## config.mk

```make
export PLATFORM = sky130hd
export DESIGN_NAME = north_raddr
export DESIGN_NICKNAME = d
export VERILOG_FILES = /design/src/rtl/north_gdma_pkg.sv /design/src/rtl/north_raddr_burst_calc.sv /design/src/rtl/north_raddr.sv
export SDC_FILE = /design/constraint.sdc
export NUM_CORES = 1
export LEC_CHECK = 0
export CAP_MARGIN = 20
export CORE_MARGIN = 1
export CORE_UTILIZATION = 50
export DETAILED_ROUTE_END_ITERATION = 8
export HOLD_SLACK_MARGIN = 0.05
export PLACE_DENSITY = 0.9
export SLEW_MARGIN = 25
export SYNTH_ARGS = -nofsm -noshare
export SYNTH_HDL_FRONTEND = slang
export SYNTH_HIERARCHICAL = 1
export SYNTH_SLANG_ARGS = --single-unit
```

## constraint.sdc

```tcl
create_clock -name clk -period 2.8 [get_ports clk]
set_input_delay 0.84 -clock clk [delete_from_list [all_inputs] [get_ports clk]]
set_output_delay 0.84 -clock clk [all_outputs]
set_load 0.01 [all_outputs]
```

## src/rtl/north_gdma_pkg.sv

```systemverilog
// Shared definitions for the north GDMA path: AXI constants, the read-address
// FSM state type and the DDR page size used for 4 KB burst splitting.
package north_gdma_pkg;

    localparam logic [2:0] AXI_SIZE_4B    = 3'b010;
    localparam logic [1:0] AXI_BURST_INCR = 2'b01;
    localparam int         PAGE_BYTES     = 4096;

    typedef enum logic [1:0] {
        IDLE = 2'd0,
        CALC = 2'd1,
        ADDR = 2'd2
    } raddr_state_t;

    // Unsigned minimum of two beat counts.
    function automatic logic [30:0] min_beats(input logic [30:0] a, input logic [30:0] b);
        return (a < b) ? a : b;
    endfunction

endpackage

```

## src/rtl/north_raddr_burst_calc.sv

```systemverilog
// Combinational burst sizer for north_raddr: picks the beat count of the next
// AR burst from the remaining beats, MAX_BURST and (optionally) the distance
// to the next 4 KB page.
// Configuration macro: NORTH_RADDR_4K_SPLIT_EN -- when defined, bursts are
// clipped at 4 KB page boundaries; when undefined, only MAX_BURST applies.
module north_raddr_burst_calc
    import north_gdma_pkg::*;
#(
    parameter int MAX_BURST = 16
) (
    input  logic [31:0] addr_q,
    input  logic [30:0] beats_left,
    output logic [8:0]  beats
);

    localparam logic [30:0] MAX_BURST_W = 31'(MAX_BURST);

    logic [30:0] cap_burst;
    logic [30:0] beats_full;
    logic        unused_bits;

    assign cap_burst = min_beats(beats_left, MAX_BURST_W);

`ifdef NORTH_RADDR_4K_SPLIT_EN
    // Words left before the page boundary: 1..1024, never zero since addr is word aligned.
    logic [12:0] bytes_to_4k;
    logic [30:0] beats_to_4k;

    assign bytes_to_4k = 13'(PAGE_BYTES) - {1'b0, addr_q[11:0]};
    assign beats_to_4k = 31'(bytes_to_4k[12:2]);
    assign beats_full  = min_beats(cap_burst, beats_to_4k);
    assign unused_bits = ^{addr_q[31:12], bytes_to_4k[1:0], beats_full[30:9]};
`else
    // Controller tolerates page crossings, so no page term.
    assign beats_full  = cap_burst;
    assign unused_bits = ^{addr_q, beats_full[30:9]};
`endif

    // Result never exceeds MAX_BURST (<= 256), so 9 bits hold it.
    assign beats = beats_full[8:0];

endmodule

```

## src/rtl/north_raddr.sv

```systemverilog
// North GDMA read-address stage: turns (base_addr, length) into a sequence of
// AXI4 INCR read bursts, throttled by an outstanding-burst counter that is
// credited back on R-channel rlast handshakes.
// Configuration macro: NORTH_RADDR_4K_SPLIT_EN (applied in north_raddr_burst_calc).
module north_raddr
    import north_gdma_pkg::*;
#(
    parameter int MAX_BURST       = 16,
    parameter int MAX_OUTSTANDING = 4
) (
    input  logic        clk,
    input  logic        rst_n,
    input  logic        op_start,
    input  logic [31:0] base_addr,
    input  logic [31:0] length,
    output logic        gdma_addr_done,
    output logic [31:0] gdma_ddr_araddr,
    output logic [7:0]  gdma_ddr_arlen,
    output logic [2:0]  gdma_ddr_arsize,
    output logic [1:0]  gdma_ddr_arburst,
    output logic        gdma_ddr_arvalid,
    input  logic        gdma_ddr_arready,
    input  logic        gdma_ddr_rvalid,
    input  logic        gdma_ddr_rready,
    input  logic        gdma_ddr_rlast
);

    raddr_state_t state_q;
    logic [31:0]  addr_q;
    logic [30:0]  beats_left_q;
    logic [8:0]   beats_q;
    logic [3:0]   outst_q, outst_d;
    logic         arvalid_q;
    logic [31:0]  araddr_q;
    logic [7:0]   arlen_q;
    logic         done_q;

    logic [8:0]   calc_beats;
    logic [30:0]  beats_left_nxt;
    logic         ar_hs, rlast_hs, slot_free;
    logic         unused_bits;

    assign ar_hs          = arvalid_q & gdma_ddr_arready;
    assign rlast_hs       = gdma_ddr_rvalid & gdma_ddr_rready & gdma_ddr_rlast;
    assign slot_free      = outst_q < 4'(MAX_OUTSTANDING);
    assign beats_left_nxt = beats_left_q - 31'(beats_q);
    assign unused_bits    = ^{base_addr[1:0], length[1:0]};

    north_raddr_burst_calc #(
        .MAX_BURST (MAX_BURST)
    ) u_burst_calc (
        .addr_q     (addr_q),
        .beats_left (beats_left_q),
        .beats      (calc_beats)
    );

    // Outstanding bursts: +1 per AR handshake, -1 per rlast; a stray rlast at 0 is dropped.
    always_comb begin
        outst_d = outst_q;
        if (ar_hs && !(rlast_hs && outst_q != 4'd0))
            outst_d = outst_q + 4'd1;
        else if (!ar_hs && rlast_hs && outst_q != 4'd0)
            outst_d = outst_q - 4'd1;
    end

    // Outstanding counter register.
    always_ff @(posedge clk or negedge rst_n) begin
        if (!rst_n) outst_q <= 4'd0;
        else        outst_q <= outst_d;
    end

    // Address FSM; all AR outputs are registered here so arready never reaches them combinationally.
    always_ff @(posedge clk or negedge rst_n) begin
        if (!rst_n) begin
            state_q      <= IDLE;
            addr_q       <= 32'd0;
            beats_left_q <= 31'd0;
            beats_q      <= 9'd0;
            arvalid_q    <= 1'b0;
            araddr_q     <= 32'd0;
            arlen_q      <= 8'd0;
            done_q       <= 1'b1;
        end else begin
            case (state_q)
                IDLE: begin
                    if (op_start) begin
                        addr_q       <= {base_addr[31:2], 2'b00};
                        beats_left_q <= {1'b0, length[31:2]} + 31'd1;
                        done_q       <= 1'b0;
                        state_q      <= CALC;
                    end
                end
                CALC: begin
                    if (slot_free) begin
                        araddr_q  <= addr_q;
                        arlen_q   <= 8'(calc_beats - 9'd1);
                        beats_q   <= calc_beats;
                        arvalid_q <= 1'b1;
                        state_q   <= ADDR;
                    end
                end
                ADDR: begin
                    if (gdma_ddr_arready) begin
                        arvalid_q    <= 1'b0;
                        addr_q       <= addr_q + {21'd0, beats_q, 2'b00};
                        beats_left_q <= beats_left_nxt;
                        if (beats_left_nxt == 31'd0) begin
                            done_q  <= 1'b1;
                            state_q <= IDLE;
                        end else begin
                            state_q <= CALC;
                        end
                    end
                end
                default: state_q <= IDLE;
            endcase
        end
    end

    assign gdma_addr_done   = done_q;
    assign gdma_ddr_araddr  = araddr_q;
    assign gdma_ddr_arlen   = arlen_q;
    assign gdma_ddr_arsize  = AXI_SIZE_4B;
    assign gdma_ddr_arburst = AXI_BURST_INCR;
    assign gdma_ddr_arvalid = arvalid_q;

endmodule

```

# [Yosys cells after proc, flatten, opt, wreduce, memory -nomap -nowiden]
# Cells that the tools add are included.
[word_totals] regBits=120 input_bits=71 output_inout_bits=47
[classes] add_sub_neg=6 n_lt_le_gt_ge=2 n_eq_ne=6 mux=21 bitwise=3 n_reduce_logical=17
[op_table] operator="$mux W32" n=2
[op_table] operator="$pmux W32 S2" n=1
[op_table] operator="$mux W31" n=2
[op_table] operator="$pmux W31 S2" n=1
[op_table] operator="$add A32 B11 Y32" n=1
[op_table] operator="$add A30 B1 Y31 const B" n=1
[op_table] operator="$logic_not A31 Y1" n=1
[op_table] operator="$lt A31 B5 Y1 const B" n=1
[op_table] operator="$sub A31 B9 Y31" n=1
[op_table] operator="$mux W9" n=1
[op_table] operator="$reduce_and A3 Y1" n=3
[op_table] operator="$mux W4" n=2
[op_table] operator="$ne A2 B2 Y1 const B" n=4
[op_table] operator="$sub A8 B1 Y8 const B" n=1
[op_table] operator="$mux W1" n=6
[op_table] operator="$mux W2" n=3
[op_table] operator="$pmux W2 S3" n=1
[op_table] operator="$reduce_bool A2 Y1" n=3
[op_table] operator="$add A4 B1 Y4 const B" n=1
[op_table] operator="$logic_and A1 B1 Y1" n=4
[op_table] operator="$lt A4 B3 Y1 const B" n=1
[op_table] operator="$pmux W1 S2" n=2
[op_table] operator="$reduce_and A4 Y1" n=1
[op_table] operator="$reduce_bool A4 Y1" n=1
[op_table] operator="7 further kinds" n=10

# [Depth between registers and ports, before layout]
[logic_depth] word_depth=6 ltp_mapped=12 depth_no_buf=11

# [Hierarchy]
# The synthesis kept the hierarchy.
[by_module_without_submodules] mod="north_raddr" instances=1 cells_per_inst=911 area_per_inst_um2=7315.8
[by_module_without_submodules] mod="north_raddr_burst_calc" instances=1 cells_per_inst=24 area_per_inst_um2=161.4

# [Least setup slack after synthesis]
# OpenSTA, ideal clock, no wires.
[synth_path] path_type="reg2reg" start="reg beats_left_q[12]" end="reg done_q, in the netlist gdma_addr_done" arrival_time_ns=2.947 slack_ns=-0.207 path_stages_with_launch=9 period_less_slack_ns=3.007 cell_sequence="dfrtp_1 > or4_4 > or4_4 > or4_1 > o31a_1 > a2111oi_2 > nand4_1 > nor4_1 > o22a_1"
[synth_via] elab_chain_cells=4
[synth_rtl] element="start: declaration" line_no="north_raddr.sv:30" source="logic [30:0] beats_left_q;"
[synth_rtl] element="start signal: assignment" line_no="north_raddr.sv:88" source="beats_left_q <= {1'b0, length[31:2]} + 31'd1;"
[synth_rtl] element="start signal: assignment" line_no="north_raddr.sv:106" source="beats_left_q <= beats_left_nxt;"
[synth_rtl] element="$sub A31 B9 Y31" line_no="north_raddr.sv:46" source="assign beats_left_nxt = beats_left_q - 31'(beats_q);"
[synth_rtl] element="$logic_not A31 Y1" line_no="north_raddr.sv:107" source="if (beats_left_nxt == 31'd0) begin"
[synth_rtl] element="$ne A2 B2 Y1 (no source line)"
[synth_rtl] element="$reduce_and A4 Y1 (no source line)"
[synth_rtl] element="end signal: assignment" line_no="north_raddr.sv:82" source="done_q <= 1'b1;"
[synth_rtl] element="end signal: assignment" line_no="north_raddr.sv:89" source="done_q <= 1'b0;"
[synth_rtl] element="end signal: assignment" line_no="north_raddr.sv:108" source="done_q <= 1'b1;"
[synth_rtl] element="end: declaration" line_no="north_raddr.sv:36" source="logic done_q;"
# No other way between the ends.
# A chain may end at the register's enable or synchronous reset.

# [Worst setup path after layout]
[layout_path] start="reg beats_left_q[15]" end="reg state_q[0]"
[layout_via] elab_chain_cells=5
[layout_rtl] element="$sub A31 B9 Y31" line_no="north_raddr.sv:46"
[layout_rtl] element="$logic_not A31 Y1" line_no="north_raddr.sv:107"
[layout_rtl] element="$mux W1" line_no="north_raddr.sv:107"
[layout_rtl] element="$mux W2" line_no="north_raddr.sv:103" source="if (gdma_ddr_arready) begin"
[layout_rtl] element="$pmux W2 S3" line_no="north_raddr.sv:84" source="case (state_q)"
[layout_rtl] element="end signal: assignment" line_no="north_raddr.sv:90" source="state_q <= CALC;"
[layout_rtl] element="end signal: assignment" line_no="north_raddr.sv:109" source="state_q <= IDLE;"
[layout_rtl] element="end signal: assignment" line_no="north_raddr.sv:111" source="state_q <= CALC;"
[layout_rtl] element="end: declaration" line_no="north_raddr.sv:28" source="raddr_state_t state_q;"
# No other way between the ends. The select of a mux whose other input is x is not followed.

==> impl_metrics.json <==
{
  "min_period_over_period": 1.05,
  "yosysWarningCount": 6,
  "whs_ns": 0.306,
  "ff2ff_setup_slack_ns": -0.15,
  "first_pass_iters": 5,
  "synth-async-reset-ratio": 1.00,
  "dpl_worst_slack_ns": -0.317,
  "slew_headroom": 0.523,
  "grt_overflow": 0,
  "drt-total-wl_um": 21700,
  "avgSynthCellArea_um2": 8.00,
  "netlist_instances": 935,
  "cts_hold_buf": 0,
  "r2r_start": "beats_left_q[15]",
  "synth_ff_type": "dfrtp_1",
  "switching_share": 0.424,
  "clk_pin_slew_ns": 0.06,
  "finalSetupViolations": 2,
  "criticalPathCategory": "reg2reg",
  "p_sw_mw": 4.70,
  "startpoint_type": "register",
  "intPower_mw": 6.37,
  "cp-endpoint": "state_q[0]",
  "post_dp_cell_area_um2": 9400,
  "rr_worst_depth": 9,
  "violations": "negative setup slack",
  "initial_core_util": 0.513,
  "synth-edff-count": 0,
  "pwr-share-comb": 0.518,
  "worst_ep_required_time_ns": 3.10,
  "rsz0062_at_grt": "true",
  "r2r-end": "state_q[0]",
  "fmax_mhz": 339,
  "nFillCells": 1091,
  "viasPerCell": 5.94,
  "grt_max_degree": 67,
  "ys_ff_latch": 116,
  "die_x_um": 124,
  "powerDensity_nw_per_um2": 1090,
  "synth_seq_area_share": 0.388,
  "cap_violations": 0,
  "synth_top_area_cell": "dfrtp_1",
  "drc": 0,
  "dieHeight_um": 124,
  "synth_area_leaders": "dfrtp_1 38%, nand2_1 8.9%, a21oi_1 5.4%",
  "worstPathArrival_ns": 3.24,
  "grt_pass1_wl_um": 35400,
  "place_congestion": 0.895,
  "cts_buffers": 17,
  "cts_sinks": 116,
  "endpoint_kind": "register",
  "hpwl_um": 15400,
  "synth_cell_type_count": 61,
  "vias": 7829,
  "antenna_left": 0,
  "antenna_found_initial": 0,
  "post_drt_wl_per_cell_um": 16.5,
  "io_buffers": 106,
  "syn_area_um2": 7480,
  "fin_crit_ns": 2.95,
  "setup_ws_ns": -0.146,
  "leakage_nw": 4.29,
  "drtIter0Drc": 764,
  "die_area_um2": 15400,
  "io_pins": 118,
  "area_growth_pct": 35.9,
  "netlist.area_leader.share": 0.385,
  "coreArea_um2": 14600,
  "ir_drop_mv": 0.624,
  "cp_max_fo": 2,
  "clk_path_buf_depth": 2,
  "stdcell_count": 1319,
  "placedCellCount": 1281,
  "slew_violations": 0,
  "finalInstanceArea_um2": 10200,
  "insertion_delay_ns": 0.43,
  "status": "finished with violations",
  "diodes": 0,
  "drive_gt1_frac": 0.170,
  "p_seq_frac": 0.284,
  "worst_pin_slew_ns": 0.716,
  "grt_pass1_vias": 7391,
  "nNetsFinal": 1218,
  "h-tree-depth": 4,
  "hold_viol_final": 0,
  "clkPwrFrac": 0.198,
  "rows": 44,
  "root_buffer": "clkbuf_16",
  "worstSetupStartpoint": "beats_left_q[15]",
  "tns_ns": -0.266,
  "track_usage": 0.280,
  "worstHoldPathType": "in2async",
  "finClkSkew_ns": 0.0123,
  "cts_tree": "yes"
}
## per-stage QoR
step	power, mW	util
floorplan	6.38	-
global placement	8.31	0.644
detailed placement	8.56	0.644
CTS	10.9	0.688
global route	11.8	0.696
finish	11.1	0.696
## area by class of cell
type | count | area [um2] | share of cell area
inverter | 25 | 93.8 | 0.00924
timing repair buffer | 219 | 1950 | 0.192
tap | 184 | 230 | 0.0227
multi-input combinational | 743 | 4390 | 0.432
clock buffer | 18 | 439 | 0.0432
clock inverter | 14 | 153 | 0.0150
sequential | 116 | 2900 | 0.286
## how the worst min path moves through the flow
stage / to / slack, ns
4_1_cts: gdma_ddr_arlen[3] / 0.32
3_3_place_gp: gdma_ddr_araddr[21] / 0.46
6_report: gdma_ddr_arlen[3] / 0.31
3_5_place_dp: gdma_ddr_araddr[21] / 0.46
2_1_floorplan: gdma_ddr_araddr[14] / 0.45
5_1_grt: gdma_ddr_arlen[3] / 0.32
## registers in the layout (all words and copies together) (netlist names)
| signal | cells |
|---|---|
| beats_left_q | 31 |
| addr_q | 30 |
| gdma_ddr_araddr | 30 |
| beats_q | 9 |
| gdma_ddr_arlen | 8 |
| outst_q | 4 |
| state_q | 2 |
| gdma_addr_done | 1 |
| gdma_ddr_arvalid | 1 |
## metal layers
layer  vias up  GRT usage  part of all wire
met1      3734      0.359              0.42
met3        49     0.0524             0.062
met5         -          0                 0
met2       354      0.471              0.50
li1       3692          -                 -
met4         0     0.0964             0.023
## cells by family after synthesis
| kind of cell | after synthesis | share of synthesized area |
|---|---|---|
| simple gates | 391 | 0.240 |
| compound gates | 265 | 0.217 |
| flops | 116 | 0.388 |
| buf+inv | 84 | 0.0477 |
| xor+xnor | 49 | 0.0574 |
| fa+ha+maj | 25 | 0.0448 |
| other cells | 3 | 0.00151 |
| mux | 2 | 0.00284 |
## synthesized netlist by cell type, drive strengths merged (2+ instances only)
cell,n
a2111oi,3
a211oi,6
a21boi,2
a21o,7
a21oi,80
a22oi,7
a2bb2oi,3
a311oi,5
a31oi,16
a32o,2
a32oi,3
and2,2
and3,8
buf,15
clkbuf,44
conb,3
dfrtp,115
fa,3
ha,22
inv,25
nand2,177
nand2b,5
nand3,20
nand4,17
nor2,82
nor2b,5
nor3,19
nor4,23
o2111ai,2
o211ai,3
o21a,9
o21ai,77
o21bai,6
o22a,9
o22ai,12
o2bb2ai,5
o32ai,2
or2,5
or3,12
or4,7
or4b,5
xnor2,26
xor2,23
## power groups by stage
stage,Combinational (mW),Sequential [mW],Clock (mW)
finish,5.74,3.14,2.19
global route,6.26,3.24,2.27
CTS,5.55,3.12,2.19
detailed placement,5.42,3.13,0
global placement,5.24,3.08,0
floorplan,3.26,3.12,0
## worst max-delay path, stage by stage (launching register included)
cell	delay [ns]
dfrtp_1	0.38
or4_4	0.54
or4_4	0.43
or4_4	0.42
o31a_1	0.26
a2111oi_2	0.20
nand4_1	0.19
buf_4	0.19
nor3_2	0.16
a21oi_1	0.06
## cell usage in the layout, fill, tap and decap left out, types with 8 or more instances in the layout
cell and instances:
nand2_1 175, dfrtp_1 115, buf_4 110, clkdlybuf4s50_1 105, nor2_1 79, a21oi_1 79, o21ai_0 74, xnor2_1 26
inv_1 24, xor2_1 22, ha_1 22, nand3_1 20, nand4_1 17, nor3_1 17, clkbuf_16 17, nor4_1 16
a31oi_1 15, o22ai_1 12, or3_1 11, conb_1 11, o21a_1 9, and3_1 8, o22a_1 8
## what timing repair did
action,4_1_cts,5_1_grt
buffers inserted,2,4
resized for setup,7,26
endpoints found under the setup margin,9,24
pin swaps,3,8
(Power assumes the default switching activity.)
